### config.mk
export PLATFORM = sky130hd
export DESIGN_NAME = fp_norm_shift_seq
export DESIGN_NICKNAME = d
export VERILOG_FILES = /design/src/rtl/fp_norm_shift_seq.sv
export SDC_FILE = /design/constraint.sdc
export NUM_CORES = 1
export LEC_CHECK = 0
export CORE_AREA = 2 2 105 107
export DETAILED_ROUTE_END_ITERATION = 6
export DIE_AREA = 0 0 107 109
export PLACE_DENSITY = 0.89
export SYNTH_ARGS = -nofsm -noshare
export SYNTH_HDL_FRONTEND = slang
export SYNTH_SLANG_ARGS = --single-unit
export TNS_END_PERCENT = 50
### constraint.sdc
create_clock -name clk -period 5.7 [get_ports clk]
set_input_delay 0.855 -clock clk [delete_from_list [all_inputs] [get_ports clk]]
set_output_delay 0.855 -clock clk [all_outputs]
set_load 0.005 [all_outputs]
### src/rtl/fp_norm_shift_seq.sv
// fp_norm_shift_seq: iterative significand normalizer for the single-precision
// divider path. A 24-bit significand is left-shifted until its leading one
// reaches bit 23, resolving the shift as a binary search of stages 16/8/4/2/1
// (one stage per cycle). The biased exponent is reduced by the shift amount.
//
// Ports:
//   clk, rst              rising-edge clock, asynchronous active-high reset
//   in_valid / in_ready   operand handshake (in_ready only in IDLE)
//   in_mant, in_exp       unnormalized significand and its biased exponent
//   out_valid / out_ready result handshake (result held until accepted)
//   out_mant              normalized significand
//   out_exp               10-bit two's-complement adjusted exponent
//   out_shift             total left shift applied
//   out_zero              input significand was zero
//   out_uflow             adjusted exponent below 1 (nonzero input)
//   out_denorm            result is subnormal (NORM_DENORM_EN only, else 0)
//
// Build option: define NORM_DENORM_EN to stop shifting once the exponent would
// fall below 1, producing a subnormal result instead of an underflowed one.
module fp_norm_shift_seq (
    input  logic        clk,
    input  logic        rst,
    input  logic        in_valid,
    output logic        in_ready,
    input  logic [23:0] in_mant,
    input  logic [7:0]  in_exp,
    output logic        out_valid,
    input  logic        out_ready,
    output logic [23:0] out_mant,
    output logic [9:0]  out_exp,
    output logic [4:0]  out_shift,
    output logic        out_zero,
    output logic        out_uflow,
    output logic        out_denorm
);

    localparam int unsigned MANT_W = 24;
    localparam int unsigned EXP_W  = 8;
    localparam int unsigned OEXP_W = 10;
    localparam int unsigned CNT_W  = 5;
    localparam int unsigned K_W    = 3;

    typedef enum logic [1:0] {
        IDLE  = 2'd0,
        SHIFT = 2'd1,
        DONE  = 2'd2
    } state_t;

    state_t              state_q, state_d;
    logic [K_W-1:0]      k_q, k_d;
    logic [MANT_W-1:0]   m_q, m_d;
    logic [OEXP_W-1:0]   e_q, e_d;
    logic [CNT_W-1:0]    cnt_q, cnt_d;
    logic                zero_q, zero_d;

    logic                in_ready_q, in_ready_d;
    logic                out_valid_q, out_valid_d;
    logic [MANT_W-1:0]   out_mant_q, out_mant_d;
    logic [OEXP_W-1:0]   out_exp_q, out_exp_d;
    logic [CNT_W-1:0]    out_shift_q, out_shift_d;
    logic                out_zero_q, out_zero_d;
    logic                out_uflow_q, out_uflow_d;
    logic                out_denorm_q, out_denorm_d;

    // Current stage: shift size, leading-bit test and candidate exponent
    logic [CNT_W-1:0]    shift_amt;
    logic [CNT_W-1:0]    keep_bits;
    logic                top_zero;
    logic [OEXP_W-1:0]   e_shift;
    logic                do_shift;
    logic                load_out;
    logic                denorm_now;

    always_comb begin
        shift_amt = CNT_W'(1) << k_q;
        keep_bits = CNT_W'(MANT_W) - shift_amt;
        top_zero  = ((m_q >> keep_bits) == '0);
        e_shift   = e_q - OEXP_W'(shift_amt);
`ifdef NORM_DENORM_EN
        do_shift  = top_zero && ($signed(e_shift) >= 10'sd1);
`else
        do_shift  = top_zero;
`endif
    end

    // Next-state, working registers and output capture
    always_comb begin
        state_d      = state_q;
        k_d          = k_q;
        m_d          = m_q;
        e_d          = e_q;
        cnt_d        = cnt_q;
        zero_d       = zero_q;
        load_out     = 1'b0;
        denorm_now   = 1'b0;
        out_valid_d  = out_valid_q;
        out_mant_d   = out_mant_q;
        out_exp_d    = out_exp_q;
        out_shift_d  = out_shift_q;
        out_zero_d   = out_zero_q;
        out_uflow_d  = out_uflow_q;
        out_denorm_d = out_denorm_q;

        case (state_q)
            IDLE: begin
                if (in_valid && in_ready_q) begin
                    m_d     = in_mant;
                    e_d     = {(OEXP_W-EXP_W)'(0), in_exp};
                    cnt_d   = '0;
                    zero_d  = (in_mant == '0);
                    k_d     = K_W'(4);
                    state_d = (in_mant == '0) ? DONE : SHIFT;
                end
            end
            SHIFT: begin
                if (do_shift) begin
                    m_d        = m_q << shift_amt;
                    e_d        = e_shift;
                    cnt_d[k_q] = 1'b1;
                end
                if (k_q == '0) begin
                    state_d  = DONE;
                    load_out = 1'b1;
                end else begin
                    k_d = k_q - K_W'(1);
                end
            end
            DONE: begin
                // Zero operands arrive here straight from IDLE: publish one cycle later
                if (!out_valid_q) begin
                    load_out = 1'b1;
                end else if (out_ready) begin
                    state_d     = IDLE;
                    out_valid_d = 1'b0;
                end
            end
            default: begin
                state_d = IDLE;
            end
        endcase

        if (load_out) begin
`ifdef NORM_DENORM_EN
            denorm_now = !m_d[MANT_W-1] && !zero_d;
`endif
            out_valid_d  = 1'b1;
            out_mant_d   = m_d;
            out_exp_d    = (zero_d || denorm_now) ? '0 : e_d;
            out_shift_d  = cnt_d;
            out_zero_d   = zero_d;
            out_uflow_d  = !zero_d && !denorm_now && ($signed(e_d) < 10'sd1);
            out_denorm_d = denorm_now;
        end

        in_ready_d = (state_d == IDLE);
    end

    // State and output registers
    always_ff @(posedge clk or posedge rst) begin
        if (rst) begin
            state_q      <= IDLE;
            k_q          <= '0;
            m_q          <= '0;
            e_q          <= '0;
            cnt_q        <= '0;
            zero_q       <= 1'b0;
            in_ready_q   <= 1'b0;
            out_valid_q  <= 1'b0;
            out_mant_q   <= '0;
            out_exp_q    <= '0;
            out_shift_q  <= '0;
            out_zero_q   <= 1'b0;
            out_uflow_q  <= 1'b0;
            out_denorm_q <= 1'b0;
        end else begin
            state_q      <= state_d;
            k_q          <= k_d;
            m_q          <= m_d;
            e_q          <= e_d;
            cnt_q        <= cnt_d;
            zero_q       <= zero_d;
            in_ready_q   <= in_ready_d;
            out_valid_q  <= out_valid_d;
            out_mant_q   <= out_mant_d;
            out_exp_q    <= out_exp_d;
            out_shift_q  <= out_shift_d;
            out_zero_q   <= out_zero_d;
            out_uflow_q  <= out_uflow_d;
            out_denorm_q <= out_denorm_d;
        end
    end

    assign in_ready   = in_ready_q;
    assign out_valid  = out_valid_q;
    assign out_mant   = out_mant_q;
    assign out_exp    = out_exp_q;
    assign out_shift  = out_shift_q;
    assign out_zero   = out_zero_q;
    assign out_uflow  = out_uflow_q;
    assign out_denorm = out_denorm_q;

endmodule

==> metrics <==
relative slew slack=51.1%; I/O pin count=80; Worst Path Required=5970 ps; Worst Hold Class=flip-flop to flip-flop; Pre-Repair DR Iteration Count=7; row count=38; setup repair after global routing missed its margin=false; post-synth net total=709; Post-Synth XOR/XNOR Area=0.605%; met1 Use GR=44.1%; half-perimeter wire length after placement=14.4 mm; clock root buffer=clkbuf_8; Clock Path Buffers=2; DRC viols=1; TritonCTS buffer count=9; Adder-Cell Fraction of Synth Area=3.37%; final WL=19.3 mm; yosys warns=0; RePlAce Congestion=1.02; VDD IR-drop max=0.373 mV; critical path class=flip-flop to flip-flop; GRT met3 Usage=6.10%; startpoint types=flip-flop; grt peak-use layer=met2; cts hold-fix bufs=0; Post-Synth Simple-Gate Area=17.3%; Total GRT Usage=34.1%; antenna fix cells=0; die area=11700 sq um; number of global-route vias before repair=5459; slowest CP cell=dfrtp_1; share of the yosys chip area belonging to registers=38.1%; clk sinks=88; power per cell area=716 nW/um^2; largest net degree at the start of global routing=55; CTS resizes=0; Crit path max-delay family=compound AO/OA/AOI/OAI gates; cell area after layout=6970 sq um; grt ovf=0; Mapped Area=5790 sq um; drt first-iter violations=720; initial antenna violation count=0; first-pass GRT wire length=30.1 mm; worst skew pair latency=380 ps; min Tclk post-route=4270 ps; final hold vios=0; Vert. Die Dim=109 um; htree depth=3; grt met2 use=55.6%; layout cells sized above 1=9.00%; PnR worst setup slack=1430 ps; Via Count=5751; synthesized instance count=658; Synth Register Bits=88; per-cell routed wire length=22.2 um; DR vias/cell=6.59; multiplexer share of the synthesized area=9.69%; main flop type after synthesis=dfrtp_1; Placed Area=6770 sq um; maximum clock frequency=234 MHz; Bufs and invs on worst path=4; violated checks=design-rule violations; fin crit share=74.9%; ANT nets after route=0; Core Area=10600 sq um; count of final setup violators=0; Critical Path Max Stage Delay=450 ps; Cell Count, Final, Fillers Out=873; CTS tree=yes; Final Skew=12.8 ps; Synth Area in Compound Gates=24.9%; Worst-path clk slew=90 ps; status=finished with violations; element type at the critical path end=flip-flop; Leak=0.00315 uW; CP Cell Sequence=inv_1 -> ha_1 -> buf_4 -> nor2b_1 -> inv_2 -> ha_1 -> a21o_1 -> a21oi_1 -> nor2b_1 -> a2111oi_0 -> a22oi_1 -> mux2i_1 -> o21ai_0 -> inv_1 -> a31o_1; Final TNS setup=0 ps; Syn Area/Cell=8.79 sq um; largest family of logic cells by synthesized area=compound AO/OA/AOI/OAI gates; Starting Density=54.6%; number of synthesized flops with an enable pin=0; postcts setup bufs=0; Setup WS pre-CTS=1560 ps; Worst EP arrival=4540 ps; Final Max Slew Viols=0; Worst-Margin Slew=734 ps; Die Wd=107 um; Cell variety after synth=70; ys async rst share=100%; largest fanout on the critical path=26; IO Port Bufs=78; number of max-cap violations=0; area grow syn2layout=20.5%; placed cell count=857; Final Net Count=779
==> cells by family after synthesis <==
logic type | Yosys count
simple gates | 213
compound gates | 205
flops | 88
buf+inv | 80
mux | 52
fa+ha+maj | 15
xor+xnor | 4
other cells | 1
==> through the flow <==
step / utilization [%] / power (uW) / hold WS [ps]
3_5_place_dp: 63.8 / 4440 / 467
2_1_floorplan: - / 3240 / 452
5_1_grt: 65.8 / 5310 / 510
6_report: 65.8 / 4990 / 484
3_3_place_gp: 63.8 / 4390 / 465
4_1_cts: 65.8 / 4920 / 489
==> per-layer routing <==
| layer | share of wire, % | up-vias |
|---|---|---|
| li1 | - | 2590 |
| met1 | 39 | 2775 |
| met2 | 48 | 320 |
| met3 | 8.0 | 66 |
| met4 | 4.9 | 0 |
| met5 | 0 | - |
==> cell usage after synthesis, drive strengths merged, types with 2 or more instances <==
cell | number | area (sq um)
a21o | 5 | 37.5
buf | 19 | 118
mux2 | 12 | 135
a221o | 5 | 50.1
nor4b | 6 | 52.6
ha | 14 | 175
a21oi | 33 | 165
a2111oi | 11 | 97.6
nor3 | 7 | 35.0
o21a | 2 | 15.0
a32oi | 7 | 61.3
or2 | 2 | 12.5
o31ai | 5 | 37.5
xor2 | 2 | 17.5
nor4 | 11 | 68.8
nand3 | 10 | 50.1
clkbuf | 29 | 109
a22oi | 12 | 90.1
a222oi | 14 | 140
a22o | 13 | 114
a32o | 2 | 20.0
o22a | 2 | 17.5
o21ai | 47 | 235
dfrtp | 88 | 2200
or3 | 3 | 18.8
mux4 | 2 | 45.0
nor2b | 8 | 50.1
and3b | 9 | 78.8
nand3b | 4 | 30.0
nor2 | 41 | 154
o211ai | 5 | 37.5
inv | 31 | 119
a211oi | 11 | 82.6
xnor2 | 2 | 17.5
a31oi | 10 | 62.6
o311ai | 2 | 17.5
nand2b | 4 | 25.0
mux2i | 38 | 380
nand2 | 103 | 387
o22ai | 5 | 31.3
==> layout make-up <==
cell class                      instances  area, sq um
Multi-Input combinational cell        490         3260
Fill cell                             834         3630
Timing Repair Buffer                  107         1010
Inverter                               32          124
Clock inverter                          5         63.8
Clock buffer                           11          141
Sequential cell                        88         2200
Tap cell                              140          175
==> cell usage in the layout, fill, tap and decap left out, drive strengths merged, types with 6 or more instances in the layout <==
cell	instances
a21oi	33
a2111oi	11
nor3	7
nor4	11
nand3	10
nand2	103
mux2i	38
nor2	41
a32oi	7
buf	29
clkdlybuf4s50	78
a31oi	10
mux2	12
clkbuf	11
nor4b	6
a22o	13
dfrtp	88
ha	14
a211oi	11
nor2b	8
a222oi	14
and3b	9
o21ai	47
inv	31
a22oi	12
==> worst register-to-register path, stage by stage (launching register included) <==
cell and delay (ps):
dfrtp_1 450, inv_1 230, ha_1 190, buf_4 190, nor2b_1 450, inv_2 360
ha_1 420, a21o_1 190, a21oi_1 230, nor2b_1 100, a2111oi_0 400, a22oi_1 190
mux2i_1 170, o21ai_0 300, inv_1 110, a31o_1 190
==> power by group <==
| group | switching, uW | internal (uW) | total (uW) | leakage [uW] |
|---|---|---|---|---|
| registers | 340 | 925 | 1260 | 0.00107 |
| clock network | 238 | 218 | 456 | 0.000100 |
| logic | 1870 | 1400 | 3270 | 0.00198 |
==> registers in the layout, indices dropped and copies added, names as in the netlist, 2 cells and up <==
signal / flops
m_q: 24
cnt_q: 5
out_mant: 24
k_q: 3
e_q: 10
state_q: 2
out_shift: 5
out_exp: 10
==> worst paths after layout <==
kind,startpoint,to,slack (ps),depth (start not counted)
max reg2reg,k_q[0],out_uflow,1430,15
max in group asynchronous,rst,m_q[2],3750,3
max,k_q[0],out_uflow,1430,15
min,out_mant[2],out_mant[2],480,2
min in group asynchronous,rst,out_shift[1],840,2
min reg2reg,out_mant[2],out_mant[2],480,2
Power figures use the tool's default switching activity.
